### src/rtl/mips_main_ctrl.sv
// -----------------------------------------------------------------------------
// mips_main_ctrl
//
// Multi-cycle main control unit for the MIPS datapath. It walks each
// instruction through fetch, decode, execute, memory and write-back states,
// selected by the 6-bit opcode. It stalls in the memory states until
// mem_ready is seen. The 2-bit alu_op feeds the downstream alu_ctrl block.
//
// Ports
//   clk            rising-edge clock
//   rst_n          asynchronous active-low reset (forces IDLE immediately)
//   opcode[5:0]    instr[31:26] from the instruction register
//   mem_ready      memory completes the current access this cycle
//   pc_write       unconditional PC load
//   pc_write_cond  PC load qualified by ALU zero (beq)
//   i_or_d         memory address select: 0 = PC, 1 = ALU out
//   mem_read       memory read request
//   mem_write      memory write request
//   ir_write       instruction register load
//   mem_to_reg     write-back data select: 1 = MDR, 0 = ALU out
//   reg_dst        destination register: 1 = rd, 0 = rt
//   reg_write      register file write
//   alu_src_a      ALU A select: 0 = PC, 1 = reg A
//   alu_src_b[1:0] ALU B select: 00 B, 01 4, 10 imm, 11 imm<<2
//   alu_op[1:0]    00 add, 01 subtract, 10 use funct
//   pc_source[1:0] 00 ALU result, 01 ALU out reg, 10 jump target
//   illegal_op     unrecognised opcode seen in DECODE
//   state[3:0]     current state code (debug)
// -----------------------------------------------------------------------------
module mips_main_ctrl (
    input  logic       clk,
    input  logic       rst_n,
    input  logic [5:0] opcode,
    input  logic       mem_ready,
    output logic       pc_write,
    output logic       pc_write_cond,
    output logic       i_or_d,
    output logic       mem_read,
    output logic       mem_write,
    output logic       ir_write,
    output logic       mem_to_reg,
    output logic       reg_dst,
    output logic       reg_write,
    output logic       alu_src_a,
    output logic [1:0] alu_src_b,
    output logic [1:0] alu_op,
    output logic [1:0] pc_source,
    output logic       illegal_op,
    output logic [3:0] state
);

    typedef enum logic [3:0] {
        S_IDLE      = 4'd0,
        S_FETCH     = 4'd1,
        S_DECODE    = 4'd2,
        S_MEM_ADDR  = 4'd3,
        S_MEM_READ  = 4'd4,
        S_MEM_WB    = 4'd5,
        S_MEM_WRITE = 4'd6,
        S_EXECUTE   = 4'd7,
        S_ALU_WB    = 4'd8,
        S_BRANCH    = 4'd9,
        S_JUMP      = 4'd10,
        S_ADDI_EXEC = 4'd11,
        S_ADDI_WB   = 4'd12
    } state_t;

    localparam logic [5:0] OP_RTYPE = 6'b000000;
    localparam logic [5:0] OP_LW    = 6'b100011;
    localparam logic [5:0] OP_SW    = 6'b101011;
    localparam logic [5:0] OP_BEQ   = 6'b000100;
    localparam logic [5:0] OP_J     = 6'b000010;
    localparam logic [5:0] OP_ADDI  = 6'b001000;

    state_t state_q;
    state_t state_d;

    always_ff @(posedge clk or negedge rst_n) begin
        if (!rst_n) begin
            state_q <= S_IDLE;
        end else begin
            state_q <= state_d;
        end
    end

    assign state = state_q;

    always_comb begin
        state_d       = state_q;
        pc_write      = 1'b0;
        pc_write_cond = 1'b0;
        i_or_d        = 1'b0;
        mem_read      = 1'b0;
        mem_write     = 1'b0;
        ir_write      = 1'b0;
        mem_to_reg    = 1'b0;
        reg_dst       = 1'b0;
        reg_write     = 1'b0;
        alu_src_a     = 1'b0;
        alu_src_b     = 2'b00;
        alu_op        = 2'b00;
        pc_source     = 2'b00;
        illegal_op    = 1'b0;

        case (state_q)
            S_IDLE: begin
                state_d = S_FETCH;
            end
            S_FETCH: begin
                // PC+4 is computed every fetch cycle, but the PC and IR
                // only load in the cycle the memory delivers the word.
                mem_read  = 1'b1;
                alu_src_b = 2'b01;
                ir_write  = mem_ready;
                pc_write  = mem_ready;
                state_d   = mem_ready ? S_DECODE : S_FETCH;
            end
            S_DECODE: begin
                // Branch target is computed speculatively here.
                alu_src_b = 2'b11;
                case (opcode)
                    OP_RTYPE:      state_d = S_EXECUTE;
                    OP_LW, OP_SW:  state_d = S_MEM_ADDR;
                    OP_BEQ:        state_d = S_BRANCH;
                    OP_J:          state_d = S_JUMP;
                    OP_ADDI:       state_d = S_ADDI_EXEC;
                    default: begin
                        illegal_op = 1'b1;
                        state_d    = S_FETCH;
                    end
                endcase
            end
            S_MEM_ADDR: begin
                alu_src_a = 1'b1;
                alu_src_b = 2'b10;
                if (opcode == OP_LW) begin
                    state_d = S_MEM_READ;
                end else if (opcode == OP_SW) begin
                    state_d = S_MEM_WRITE;
                end else begin
                    // Opcode changed under us; abandon the instruction.
                    state_d = S_FETCH;
                end
            end
            S_MEM_READ: begin
                mem_read = 1'b1;
                i_or_d   = 1'b1;
                state_d  = mem_ready ? S_MEM_WB : S_MEM_READ;
            end
            S_MEM_WB: begin
                reg_write  = 1'b1;
                mem_to_reg = 1'b1;
                state_d    = S_FETCH;
            end
            S_MEM_WRITE: begin
                mem_write = 1'b1;
                i_or_d    = 1'b1;
                state_d   = mem_ready ? S_FETCH : S_MEM_WRITE;
            end
            S_EXECUTE: begin
                alu_src_a = 1'b1;
                alu_op    = 2'b10;
                state_d   = S_ALU_WB;
            end
            S_ALU_WB: begin
                reg_write = 1'b1;
                reg_dst   = 1'b1;
                state_d   = S_FETCH;
            end
            S_BRANCH: begin
                alu_src_a     = 1'b1;
                alu_op        = 2'b01;
                pc_write_cond = 1'b1;
                pc_source     = 2'b01;
                state_d       = S_FETCH;
            end
            S_JUMP: begin
                pc_write  = 1'b1;
                pc_source = 2'b10;
                state_d   = S_FETCH;
            end
            S_ADDI_EXEC: begin
                alu_src_a = 1'b1;
                alu_src_b = 2'b10;
                state_d   = S_ADDI_WB;
            end
            S_ADDI_WB: begin
                reg_write = 1'b1;
                state_d   = S_FETCH;
            end
            default: begin
                // Codes 13-15 are unreachable; recover with all outputs off.
                state_d = S_FETCH;
            end
        endcase
    end

endmodule

### config.mk
export PLATFORM = sky130hd
export DESIGN_NAME = mips_main_ctrl
export DESIGN_NICKNAME = d
export VERILOG_FILES = /design/src/rtl/mips_main_ctrl.sv
export SDC_FILE = /design/constraint.sdc
export NUM_CORES = 1
export LEC_CHECK = 0
export ABC_AREA = 0
export ABC_CLOCK_PERIOD_IN_PS = 1550
export CORE_MARGIN = 4
export CORE_UTILIZATION = 37
export CTS_CLUSTER_DIAMETER = 80
export DETAILED_ROUTE_END_ITERATION = 10
export PLACE_DENSITY_LB_ADDON = 0.08
export SYNTH_ARGS = -nofsm -noshare
export SYNTH_HDL_FRONTEND = slang
export SYNTH_SLANG_ARGS = --single-unit
export TNS_END_PERCENT = 5
### constraint.sdc
create_clock -name clk -period 1.55 [get_ports clk]
set_input_delay 0.3875 -clock clk [delete_from_list [all_inputs] [get_ports clk]]
set_output_delay 0.3875 -clock clk [all_outputs]
set_load 0.01 [all_outputs]
* Word level (Yosys, flattened, before mapping)
Index checks and enable logic that the tools add are counted.
** Word-level totals
- Register bits :: 4
- Input bits :: 9
- Output and inout port bits :: 21
- Word-level logic and storage cells :: 48
** Operators by class
- Equality and inequality tests :: 17
- Mux-type cells :: 22
- Reduce and logical (&&, ||, !) cells :: 8
** Operator list (count)
- one-hot mux 4 bit (7 select lines) :: 1
- == test 4 bit (second input constant) :: 5
- one-hot mux 4 bit (5 select lines) :: 1
- == test 4 x 3 -> 1 bit (second input constant) :: 4
- == test 6 bit (second input constant) :: 2
- 2-to-1 mux 1 bit :: 12
- 2-to-1 mux 3 bit :: 3
- == test 4 x 2 -> 1 bit (second input constant) :: 2
- one-hot mux 2 bit (2 select lines) :: 2
- OR reduction 2 bit :: 4
- == test 6 x 2 -> 1 bit (second input constant) :: 1
- == test 6 x 3 -> 1 bit (second input constant) :: 1
- == test 6 x 4 -> 1 bit (second input constant) :: 1
- zero test 6 bit :: 1
- one-hot mux 2 bit (3 select lines) :: 1
- OR reduction 6 bit :: 1
- == test 4 x 1 -> 1 bit (second input constant) :: 1
- OR reduction 4 bit :: 1
- OR reduction 3 bit :: 1
- 2-to-1 mux 2 bit :: 1
- one-hot mux 1 bit (2 select lines) :: 1

* Logic depth before layout (Yosys ltp)
- Depth after elaboration :: 4
- Mapped depth :: 4
- Gate-level depth less buffers :: 3

* Least setup slack after synthesis
No wires, ideal clock.
- Kind :: flip-flop to output port
- From :: register state_q[2] (netlist: state[2])
- To :: output port pc_write
- Arrival :: 1216 ps
- Data required time :: 1162 ps
- Setup slack :: -53 ps
- Cell stages (with the launch flop) :: 5
- Path buffers :: 1
- Path through :: dfrtp_1 -> buf_4 -> nand2b_2 -> nor2_1 -> or2_1
** On the way
- Longest elaborated chain between the ends :: 2
- Elaborated cells between the ends (all ways) :: 3
- Those cells by class :: 2 x eq/ne; 1 x mux
** Ends and longest elaborated chain
- from (decl) :: line 75 : state_t state_q;
- from (signal assigned) :: line 82 : state_q <= state_d;
- == test 4 bit or == test 4 x 1 -> 1 bit (tied branches) :: line 105 : case (state_q)
- one-hot mux 1 bit (2 select lines) (*) :: line 105
- to (decl) :: line 35 : output logic pc_write,
Every way passes the cells marked *; elsewhere a longest branch is shown, timed or not.

* Worst setup path after layout
- From :: register state_q[2] (netlist: state[2])
- To :: output port illegal_op
** On the way
- Longest elaborated chain between the ends :: 2
** Ends and longest elaborated chain
- == test 4 x 2 -> 1 bit :: line 105
- 2-to-1 mux 1 bit :: line 105
- to (decl) :: line 48 : output logic illegal_op,
Every way passes these cells.

==> flow_summary.rst <==
.. list-table::
   :header-rows: 1

   * - Metric
     - Value
   * - Startpoint of the most critical register-to-register path
     - state[1]$_DFF_PN0_
   * - Worst Setup Start Kind
     - flop
   * - RD Place Congestion
     - slightly below 0.9
   * - Net total in the final layout
     - between 100 and 150
   * - Share of layout cells above drive strength 1
     - 0.630
   * - Antenna-violating nets left
     - 0
   * - Share of flip-flops with an asynchronous set or reset
     - 1.00
   * - Number of I/O pins
     - 30
   * - Number of antenna violations at the first check in global routing
     - 0
   * - Post-route met1 wirelength
     - 830 um
   * - TritonCTS buffer count
     - 3
   * - Worst hold path type
     - input port to async pin
   * - Total inserted antenna cells
     - 0
   * - Mean post-synth cell area
     - ~8.3 um^2
   * - Width of the chip
     - 46.5 um
   * - Post-route clock skew
     - ~12 ps
   * - Ratio of total power to cell area
     - 1150 nW/um^2
   * - Post-synthesis register bit count
     - 4
   * - Top Layer Used
     - met4
   * - Max Cap Viol
     - 0
   * - CTS tree
     - built
   * - Layout Cells excl Fill
     - ~140
   * - Count of routing violations after the opening detailed-route iteration
     - 7
   * - Leak pwr
     - approximately 0.00055 uW
   * - Number of synthesized flops with an enable pin
     - 0
   * - Vias per cell
     - between 5 and 6
   * - DR WL met2
     - 1120 um
   * - Total grt overflow
     - 0
   * - Clock slew seen by the registers of the worst setup and hold paths
     - approximately 50 ps
   * - Endpoint kind of the worst setup timing path
     - output port
   * - Die footprint
     - 2170 um^2
   * - Type of the setup path with the least slack
     - flop to output port
   * - Final Hold Vio Count
     - 0
   * - Capture point of the worst path
     - illegal_op
   * - Area added between synthesis and finish
     - 104%
   * - DRC violation count after routing
     - 0
   * - Post-Syn Instances
     - 66
   * - Worst vdd rail ir drop
     - 1.09 mV
   * - Arrival time at the worst endpoint
     - 1480 ps
   * - Data required time of the worst path
     - 1160 ps
   * - Routed vias
     - roughly 760
   * - Unique cell type count in the Yosys netlist
     - 39
   * - CTS HTree Levels
     - 1
   * - Final slew viol count
     - 0
   * - Worst relative slew slack
     - 0.821
   * - Achievable Freq
     - 536 MHz
   * - Maximum buffer depth of the clock tree
     - 2
   * - Post-synth net total
     - between 70 and 80
   * - # placed instances
     - 131
   * - Part of the Yosys area used for sequential elements
     - 0.182
   * - Maximum net fanout on the critical path
     - 4
   * - Worst-case reg-to-reg path depth
     - 5
   * - Number of flip-flops in the largest register
     - 4
   * - Primary flip-flop cell chosen by synthesis mapping
     - sky130_fd_sc_hd__dfrtp_1
   * - Capture point of the worst reg-to-reg path
     - state[0]$_DFF_PN0_
   * - WL per Instance
     - around 15 um
   * - Final core utilization
     - 0.830
   * - Share of the cycle needed by the critical path after routing
     - 1.20
   * - Setup WS post-layout
     - -314 ps
   * - Worst-Skew Late Latency
     - 260 ps
   * - Time the worst path needs with I/O delays and setup
     - around 1900 ps
   * - Crit. Startpoint
     - state[2]$_DFF_PN0_
   * - Wire length after detailed routing
     - between 2000 and 2500 um
   * - Via count of the first global-routing pass
     - approximately 700
   * - Total negative slack
     - -2110 ps
   * - Count of TritonRoute iterations in the first routing pass
     - 4
   * - Sink count of the clock tree
     - 4
   * - Maximum number of pins on one net before global-route repair
     - 10
   * - Transition time at the pin with the least slew margin
     - ~270 ps
   * - Number of rows created at floorplan
     - 13
   * - Total met3 wirelength after detailed routing
     - around 120 um
   * - Netlist area before placement
     - approximately 550 um^2
   * - Y dimension of the die
     - roughly 47 um
   * - Placed wire-length estimate after detailed placement
     - about 1400 um
   * - Run status
     - complete, but fails checks
   * - Placeable core region
     - around 1400 um^2
   * - GRT Overall Usage
     - 0.197
   * - Warnings from Yosys
     - 0
   * - First-pass GRT wire length
     - approximately 3000 um
   * - Violations in the final reports
     - negative setup slack
   * - Setup repair after global routing missed its margin
     - true
   * - Internal reg-to-reg setup slack
     - about 80 ps
   * - PortBufs
     - 29
   * - Final setup viols
     - 14
   * - Cell at the root of the clock tree
     - sky130_fd_sc_hd__clkbuf_4
   * - Starting density of the core
     - 0.407
## synth_stat cells, types with 2 or more instances
master	count	area, um^2
sky130_fd_sc_hd__buf_4	2	15.0
sky130_fd_sc_hd__a21oi_1	4	20.0
sky130_fd_sc_hd__nand2_1	3	11.3
sky130_fd_sc_hd__buf_6	2	22.5
sky130_fd_sc_hd__nand2b_1	5	31.3
sky130_fd_sc_hd__nor2_1	10	37.5
sky130_fd_sc_hd__dfrtp_1	4	100
sky130_fd_sc_hd__a21boi_0	2	15.0
sky130_fd_sc_hd__o21ai_0	2	10.0
sky130_fd_sc_hd__nor3_1	3	15.0
## kinds of logic after synthesis
family,after synthesis,synth area share
simple gates,36,0.424
compound gates,18,0.267
buf+inv,5,0.0774
flops,4,0.182
xor+xnor,2,0.0319
mux,1,0.0182
## metrics by stage
| step | instance area [um^2] | worst slack [ps] | hold slack [ps] | total power (uW) |
|---|---|---|---|---|
| floorplan | 554 | -9.36 | 91.9 | 562 |
| global placement | 1020 | -652 | 599 | 991 |
| detailed placement | 1020 | -705 | 601 | 1000 |
| CTS | 1090 | -273 | 324 | 1220 |
| global route | 1120 | -373 | 332 | 1370 |
| finish | 1120 | -314 | 329 | 1290 |
## power by group
part           switching, uW  leakage [uW]  internal, uW
logic                    410      0.000486           545
clock network           56.1     0.0000138          87.5
registers               55.9     0.0000465           134
total                    522      0.000546           766
## final cells by class
cell class,instances,area [um^2]
Timing Repair Buffer,63,498
Multi-Input combinational cell,57,477
Sequential cell,4,105
Fill cell,85,229
Tap cell,15,18.8
Clock buffer,3,22.5
## worst max-delay path, stage by stage, from the launching register on
cell,delay [ps]
sky130_fd_sc_hd__dfrtp_2,430
sky130_fd_sc_hd__buf_6,130
sky130_fd_sc_hd__nor4b_4,290
sky130_fd_sc_hd__and3_1,230
sky130_fd_sc_hd__buf_2,160
## layout by cell type, fill, tap and decap left out, types with 2 or more instances in the layout
cell	synthesis	routed
sky130_fd_sc_hd__buf_4	2	26
sky130_fd_sc_hd__buf_2	1	14
sky130_fd_sc_hd__dlygate4sd2_1	0	8
sky130_fd_sc_hd__buf_6	2	8
sky130_fd_sc_hd__nor2_2	0	5
sky130_fd_sc_hd__nor2_1	10	4
sky130_fd_sc_hd__nor3_2	1	4
sky130_fd_sc_hd__dfrtp_2	0	4
sky130_fd_sc_hd__nand2b_4	0	3
sky130_fd_sc_hd__nand2_1	3	3
sky130_fd_sc_hd__a21oi_1	4	3
sky130_fd_sc_hd__clkbuf_4	0	3
sky130_fd_sc_hd__a21boi_1	0	2
sky130_fd_sc_hd__nand2b_1	5	2
sky130_fd_sc_hd__dlymetal6s2s_1	0	2
sky130_fd_sc_hd__clkdlybuf4s15_2	0	2
## per-layer routing
| metal | up-vias | track usage |
|---|---|---|
| met5 | - | 0 |
| met4 | 0 | 0.0852 |
| met3 | 7 | 0.0234 |
| met2 | 31 | 0.368 |
| met1 | 348 | 0.218 |
| li1 | 371 | - |
## repair_timing
action                     CTS  global route
resized for setup           88            17
cloned                       0             0
hold buffers                 0             0
setup buffers                7             1
pin swaps                    8             5
setup endpoints to repair   22            21
## worst min-delay path by stage
| stage | start | endpoint | slack (ps) | depth (start not counted) |
|---|---|---|---|---|
| floorplan | rst_n | state[0]$_DFF_PN0_ | 90 | 0 |
| global placement | rst_n | state[0]$_DFF_PN0_ | 600 | 1 |
| detailed placement | rst_n | state[2]$_DFF_PN0_ | 600 | 1 |
| CTS | rst_n | state[3]$_DFF_PN0_ | 320 | 1 |
| global route | rst_n | state[3]$_DFF_PN0_ | 330 | 1 |
| finish | rst_n | state[3]$_DFF_PN0_ | 330 | 1 |
Power figures use the tool's default switching activity.
